`config.mk`:
```
export PLATFORM = sky130hd
export DESIGN_NAME = adc_scan
export DESIGN_NICKNAME = d
export VERILOG_FILES = /design/src/rtl/adc_scan.sv
export SDC_FILE = /design/constraint.sdc
export NUM_CORES = 1
export LEC_CHECK = 0
export CAP_MARGIN = 20
export CORE_ASPECT_RATIO = 0.6
export CORE_MARGIN = 10
export CORE_UTILIZATION = 55
export DETAILED_ROUTE_END_ITERATION = 8
export GPL_TIMING_DRIVEN = 0
export PLACE_DENSITY = 0.87
export SLEW_MARGIN = 0
export SYNTH_ARGS = -nofsm -noshare
export SYNTH_HDL_FRONTEND = slang
export SYNTH_SLANG_ARGS = --single-unit
```
`constraint.sdc`:
```
create_clock -name SYS_CLK -period 6.3 [get_ports SYS_CLK]
set_clock_uncertainty 0.05 [all_clocks]
set_input_delay 1.26 -clock SYS_CLK [delete_from_list [all_inputs] [get_ports SYS_CLK]]
set_output_delay 1.26 -clock SYS_CLK [all_outputs]
set_load 0.02 [all_outputs]
```
`src/rtl/adc_scan.sv`:
```
// Round-robin scanner for 17 ADC channels spread over three SPI ADC chips.
// Each frame sends a single-ended channel command, then shifts a 10-bit result into adc_<ch>_val.
module adc_scan #(
    parameter int unsigned CLK_DIV = 4,
    parameter int unsigned CS_GAP  = 8
) (
    input  logic       SYS_CLK,
    input  logic       SYS_RST_N,
    input  logic       scan_en,
    output logic [2:0] ADC_CS_N,
    output logic       ADC_SCLK,
    output logic       ADC_MOSI,
    input  logic       ADC_MISO,
    output logic [9:0] adc_0_val,
    output logic [9:0] adc_1_val,
    output logic [9:0] adc_2_val,
    output logic [9:0] adc_3_val,
    output logic [9:0] adc_4_val,
    output logic [9:0] adc_5_val,
    output logic [9:0] adc_6_val,
    output logic [9:0] adc_7_val,
    output logic [9:0] adc_8_val,
    output logic [9:0] adc_9_val,
    output logic [9:0] adc_10_val,
    output logic [9:0] adc_11_val,
    output logic [9:0] adc_12_val,
    output logic [9:0] adc_13_val,
    output logic [9:0] adc_14_val,
    output logic [9:0] adc_15_val,
    output logic [9:0] adc_16_val,
    output logic       scan_done
);

    typedef enum logic [2:0] {IDLE, SETUP, SHIFT, HOLD, GAP} state_t;

    localparam logic [7:0] DIV_LAST = 8'(CLK_DIV - 1);
    localparam logic [7:0] GAP_LAST = 8'(CS_GAP - 1);

    state_t      state;
    logic [7:0]  cnt;
    logic [5:0]  half;
    logic [4:0]  ch;
    logic [4:0]  ch_next;
    logic [4:0]  period;
    logic [9:0]  data;
    logic [1:0]  miso_sync;
    logic [9:0]  val [17];

    function automatic logic [2:0] cs_sel(input logic [4:0] c);
        if (c >= 5'd16)     return 3'b011;
        else if (c >= 5'd8) return 3'b101;
        else                return 3'b110;
    endfunction

    function automatic logic cmd_bit(input logic [4:0] p, input logic [4:0] c);
        case (p)
            5'd1, 5'd2: return 1'b1;
            5'd3:       return c[2];
            5'd4:       return c[1];
            5'd5:       return c[0];
            default:    return 1'b0;
        endcase
    endfunction

    assign ch_next = (ch == 5'd16) ? '0 : ch + 5'd1;
    // Even half-periods are SCLK low, odd ones high; both belong to period half/2+1.
    assign period  = half[5:1] + 5'd1;

    always_ff @(posedge SYS_CLK or negedge SYS_RST_N) begin
        if (!SYS_RST_N) begin
            state     <= IDLE;
            cnt       <= '0;
            half      <= '0;
            ch        <= '0;
            data      <= '0;
            miso_sync <= '0;
            ADC_CS_N  <= '1;
            ADC_SCLK  <= 1'b0;
            ADC_MOSI  <= 1'b0;
            scan_done <= 1'b0;
            for (int unsigned i = 0; i < 17; i++) val[i] <= '0;
        end else begin
            scan_done <= 1'b0;
            miso_sync <= {miso_sync[0], ADC_MISO};
            case (state)
                IDLE: begin
                    if (scan_en) begin
                        state    <= SETUP;
                        cnt      <= '0;
                        ADC_CS_N <= cs_sel(ch);
                        ADC_MOSI <= 1'b1;
                    end
                end
                SETUP: begin
                    if (cnt == DIV_LAST) begin
                        state <= SHIFT;
                        cnt   <= '0;
                        half  <= '0;
                    end else begin
                        cnt <= cnt + 8'd1;
                    end
                end
                SHIFT: begin
                    // Command bit for periods 2..17 changes one cycle after the SCLK fall.
                    if (!half[0] && cnt == '0 && half != '0)
                        ADC_MOSI <= cmd_bit(period, ch);
                    if (cnt == DIV_LAST) begin
                        cnt <= '0;
                        if (half[0] && period >= 5'd8)
                            data <= {data[8:0], miso_sync[1]};
                        if (half == 6'd33) begin
                            state    <= HOLD;
                            ADC_SCLK <= 1'b0;
                        end else begin
                            half     <= half + 6'd1;
                            ADC_SCLK <= ~ADC_SCLK;
                        end
                    end else begin
                        cnt <= cnt + 8'd1;
                    end
                end
                HOLD: begin
                    if (cnt == DIV_LAST) begin
                        state     <= GAP;
                        cnt       <= '0;
                        ADC_CS_N  <= '1;
                        ADC_MOSI  <= 1'b0;
                        val[ch]   <= data;
                        scan_done <= (ch == 5'd16);
                    end else begin
                        cnt <= cnt + 8'd1;
                    end
                end
                GAP: begin
                    if (cnt == GAP_LAST) begin
                        cnt <= '0;
                        ch  <= ch_next;
                        if (scan_en) begin
                            state    <= SETUP;
                            ADC_CS_N <= cs_sel(ch_next);
                            ADC_MOSI <= 1'b1;
                        end else begin
                            state <= IDLE;
                        end
                    end else begin
                        cnt <= cnt + 8'd1;
                    end
                end
                default: state <= IDLE;
            endcase
        end
    end

    assign adc_0_val  = val[0];
    assign adc_1_val  = val[1];
    assign adc_2_val  = val[2];
    assign adc_3_val  = val[3];
    assign adc_4_val  = val[4];
    assign adc_5_val  = val[5];
    assign adc_6_val  = val[6];
    assign adc_7_val  = val[7];
    assign adc_8_val  = val[8];
    assign adc_9_val  = val[9];
    assign adc_10_val = val[10];
    assign adc_11_val = val[11];
    assign adc_12_val = val[12];
    assign adc_13_val = val[13];
    assign adc_14_val = val[14];
    assign adc_15_val = val[15];
    assign adc_16_val = val[16];

endmodule

```
### After elaboration in Yosys (flattened, before gate mapping)

Cells that the tools add are included.

* flip-flop bits (word level): 210
* input bits: 4
* output and inout port bits: 176
* word-level logic and storage cells: 123

* $add $sub $neg: 4
* order comparisons: 7
* eq/ne operators: 22
* multiplexer cells: 38
* bitwise logic cells: 2
* reduce and logical (&&, ||, !) cells: 23

Operators with widths (count)
* $bwmux 170: 1
* $demux 10 s5: 1
* $mux 3: 12
* $mux 8: 3
* $pmux 8 s3: 1
* $mux 6: 3
* $ne 2x2->1 const B: 9
* $ge 5x4->1 const B: 3
* $pmux 3 s5: 1
* $pmux 6 s2: 1
* $add 5x1->5 const B: 2
* $eq 5x2->1 const B: 2
* $eq 5x3->1 const B: 2
* $ge 5x5->1 const B: 2
* $mux 10: 1
* $pmux 3 s3: 1
* $add 8x1->8 const B: 1
* $eq 8x2->1 const B: 1
* $eq 8x3->1 const B: 1
* $logic_not 8->1: 1
* $mux 1: 8
* $pmux 1 s4: 2
* $reduce_and 2->1: 4
* $reduce_and 4->1: 2
* 25 further kinds: 31

### Depth between registers and ports, before layout

* depth after elaboration: 8
* depth in mapped cells: 8
* mapped depth without buffers: 7

### Worst setup path after synthesis

No wires, ideal clock.

* path kind: reg2reg
* start: reg cnt[0]
* end: reg val (netlist bit adc_7_val[0])
* setup time: 125 ps
* arrival: 2118 ps
* data required time: 6125 ps
* setup slack: 4008 ps
* cell stages (with the launch flop): 9
* buffers on the path: 2
* clock period less this slack: 2292 ps
* cells stage by stage: dfrtp_1 > ha_1 > buf_2 > or3b_1 > nor2_1 > buf_4 > nand2_1 > nor2_4 > mux2_2

* word-level cells in the longest chain between the ends: 2

Ends and longest elaborated chain
* from (decl): line 40 `logic [7:0] cnt;`
* from (signal assigned): line 100 `cnt <= cnt + 8'd1;`
* from (signal assigned): line 119 `cnt <= cnt + 8'd1;`
* from (signal assigned): line 131 `cnt <= cnt + 8'd1;`
* $eq 8x2->1: line 123 `if (cnt == DIV_LAST) begin`
* $reduce_and 2->1 (no source line)
* to (signal, indexed assignment): line 128 `val[ch] <= data;`
* to (decl): line 47 `logic [9:0] val [17];`

Every way passes these cells.
A chain may end at the register's enable or synchronous reset.

### Final worst setup path

* start: reg ADC_CS_N[0]
* end: out ADC_CS_N[0]

RTL lines
* from (decl): line 10 `output logic [2:0] ADC_CS_N,`
* from (signal assigned): line 90 `ADC_CS_N <= cs_sel(ch);`
* from (signal assigned): line 140 `ADC_CS_N <= cs_sel(ch_next);`

No word-level cell between the ends.

==> impl_metrics.env <==
export IMPL_synth_cells=636
export IMPL_grt_pass1_wl_um=37870
export IMPL_ys_seq_elements=210
export IMPL_drtIter0Drc=468
export IMPL_cp_max_fo=2
export IMPL_layout_commonest_cell="dfrtp_1"
export IMPL_synthFlopType="dfrtp_1"
export IMPL_multiInputGateArea_mm2=0.003413
export IMPL_synth_edf_count=0
export IMPL_cts_buffers=19
export IMPL_yosysSeqAreaShare_pct=59.28
export IMPL_area_growth_pct=31.27
export IMPL_die_x_um=184.0
export IMPL_async_flop_share_pct=100.0
export IMPL_min_path_cells=0
export IMPL_routed_via_count=6042
export IMPL_global_route_overflow_total=0
export IMPL_placementRows=35
export IMPL_final_util_pct=74.70
export IMPL_criticalPathCategory="flip-flop to output port"
export IMPL_drtPass1Iterations=5
export IMPL_maxCapViolCount=0
export IMPL_pwr_density_cell_mw_per_mm2=263.8
export IMPL_crit_arrival_ns=1.61
export IMPL_wl_per_cell_um=22.87
export IMPL_worstPathCellList="clkdlybuf4s50_1"
export IMPL_ir_drop_mv=0.1974
export IMPL_ff_latch_area_mm2=0.005259
export IMPL_clock_latency_ns=0.49
export IMPL_finalHoldViolCount=0
export IMPL_synthTopCellsByArea="dfrtp_1 (58%), mux2_2 (23%), ha_1 (1.3%)"
export IMPL_netlist_area_mm2=0.008871
export IMPL_min_path_type="flip-flop to flip-flop"
export IMPL_cp_top_family="buffers and inverters"
export IMPL_h_tree_depth=1
export IMPL_ios=180
export IMPL_postCtsSetupBuffers=0
export IMPL_path_depth=1
export IMPL_startpoint_type="flip-flop"
export IMPL_finalCritPeriodShare_pct=46.41
export IMPL_fin_crit_ns=2.924
export IMPL_n_antenna_cell=0
export IMPL_clkTransAtPathRegs_ns=0.06
export IMPL_cp_slowest_stage_delay_ns=0.60
export IMPL_slowest_stage="clkdlybuf4s50_1"
export IMPL_reg2regPathDepth=8
export IMPL_drive_above_1_share_pct=29.13
export IMPL_start_util_pct=56.90
export IMPL_cts_buffer_depth=3
export IMPL_ys_types=58
export IMPL_grt_usage_pct=21.69
export IMPL_fin_setup_tns_ns=0
export IMPL_grt_antenna_before_repair=0
export IMPL_viasPerCell=5.749
export IMPL_coreArea_mm2=0.01559
export IMPL_layout_common_cells="dfrtp_1 (207), mux2_2 (180), clkdlybuf4s50_1 (178), nand2_1 (28), clkbuf_1 (23)"
export IMPL_syn_nets=649
export IMPL_clkSinkCount=210
export IMPL_yosys_area_top_type_share_pct=58.39
export IMPL_syn_avg_cell_area_um2=13.95
export IMPL_drc=0
export IMPL_fmax_mhz=342.0
export IMPL_globalplace_congestion=0.9175
export IMPL_end_kind="output port"
export IMPL_hold_buffers=0
export IMPL_setup_violations=0
export IMPL_dpl_hpwl_um=17240
export IMPL_worst_pin_slew_ns=0.8971
export IMPL_final_antenna_net_count=0
export IMPL_fillers=939
export IMPL_finalWirelength_um=24030
export IMPL_synth_top_cell_by_area="dfrtp_1"
export IMPL_root_buffer="clkbuf_16"
export IMPL_first_global_vias=6428
export IMPL_worstPathRequired_ns=4.99
export IMPL_tritoncts="done"
export IMPL_cts_resized=0
export IMPL_yosys_warnings=0
export IMPL_grt_max_degree=130
export IMPL_die_area_mm2=0.02178
export IMPL_p_leak_nw=5.421
export IMPL_grt_setup_unrepaired="no"
export IMPL_path_buf_inv=1
export IMPL_port_buffers=179
export IMPL_nets=850
export IMPL_slew_violations=0
export IMPL_relSlewSlack_pct=39.64
export IMPL_status="complete, no violations"
export IMPL_fp_dieH_um=118.4
==> kinds of logic after synthesis <==
logic type | count (synthesis) | synth area share, %
AOI/OAI and AO/OA | 52 | 3.667
xor gates and xnor gates | 8 | 0.7899
adders and majority gates | 9 | 1.269
buffers and inverters | 48 | 2.243
DFF | 210 | 59.28
muxes | 186 | 23.58
and+or+nand+nor | 123 | 9.168
==> cell usage after synthesis (5+ instances only) <==
cell      instances
nand2_1          28
clkbuf_1         22
mux2_2          180
buf_1             9
o21ai_0          17
a31oi_1           5
nand4_1           5
nor2_1           20
ha_1              9
dfrtp_1         207
inv_1            10
xor2_1            5
nor2_4            8
nand3_2           8
nand3_1           9
nand2b_1          6
a21oi_1          11
==> area by class of cell <==
type / instances / share of cell area [%]
sequential: 210 / 45.16
multi-input combinational: 378 / 29.31
buffer: 38 / 1.386
tap: 203 / 2.181
clock inverter: 6 / 1.150
timing repair buffer: 180 / 15.67
clock buffer: 26 / 4.824
inverter: 10 / 0.3223
==> report_power, final <==
group / switching [W] / internal (W) / total (W) / leakage (nW)
logic: 0.000248 / 0.000130 / 0.000379 / 2.17
registers: 0.0000294 / 0.00138 / 0.00141 / 2.91
clock network: 0.000494 / 0.000787 / 0.00128 / 0.343
total: 0.000772 / 0.00230 / 0.00307 / 5.42
==> metal layers <==
| metal | track usage (%) | up-vias | routed length, um |
|---|---|---|---|
| met5 | 0 | - | 0 |
| met4 | 2.599 | 0 | 171 |
| met3 | 9.697 | 21 | 2654 |
| met2 | 34.31 | 221 | 11160 |
| met1 | 27.62 | 3133 | 10050 |
| li1 | - | 2667 | - |
==> final timing paths <==
path	slack, ns	start	end
worst max-delay path	3.38	ADC_CS_N[0]	ADC_CS_N[0]
worst min-delay path	0.30	miso_sync[0]	miso_sync[1]
worst max register to register	3.49	cnt[0]	adc_7_val[1]
worst min register to register	0.30	miso_sync[0]	miso_sync[1]
max in group asynchronous	4.47	SYS_RST_N	adc_12_val[4]
min in group asynchronous	0.71	SYS_RST_N	ADC_MOSI
==> per-stage QoR <==
| stage | std cells | hold slack (ns) | instance area (um2) | power, W | setup slack, ns |
|---|---|---|---|---|---|
| floorplan | 636 | 0.2812 | 8871 | 0.001682 | 4.008 |
| global placement | 1018 | 0.2859 | 10920 | 0.001786 | -4.242 |
| detailed placement | 1019 | 0.2856 | 10950 | 0.001806 | 3.566 |
| CTS | 1051 | 0.3059 | 11640 | 0.003082 | 3.357 |
| global route | 1051 | 0.3174 | 11640 | 0.003180 | 3.320 |
| finish | 1051 | 0.3023 | 11640 | 0.003072 | 3.376 |
Note: power is estimated with default switching activity, not from simulation.
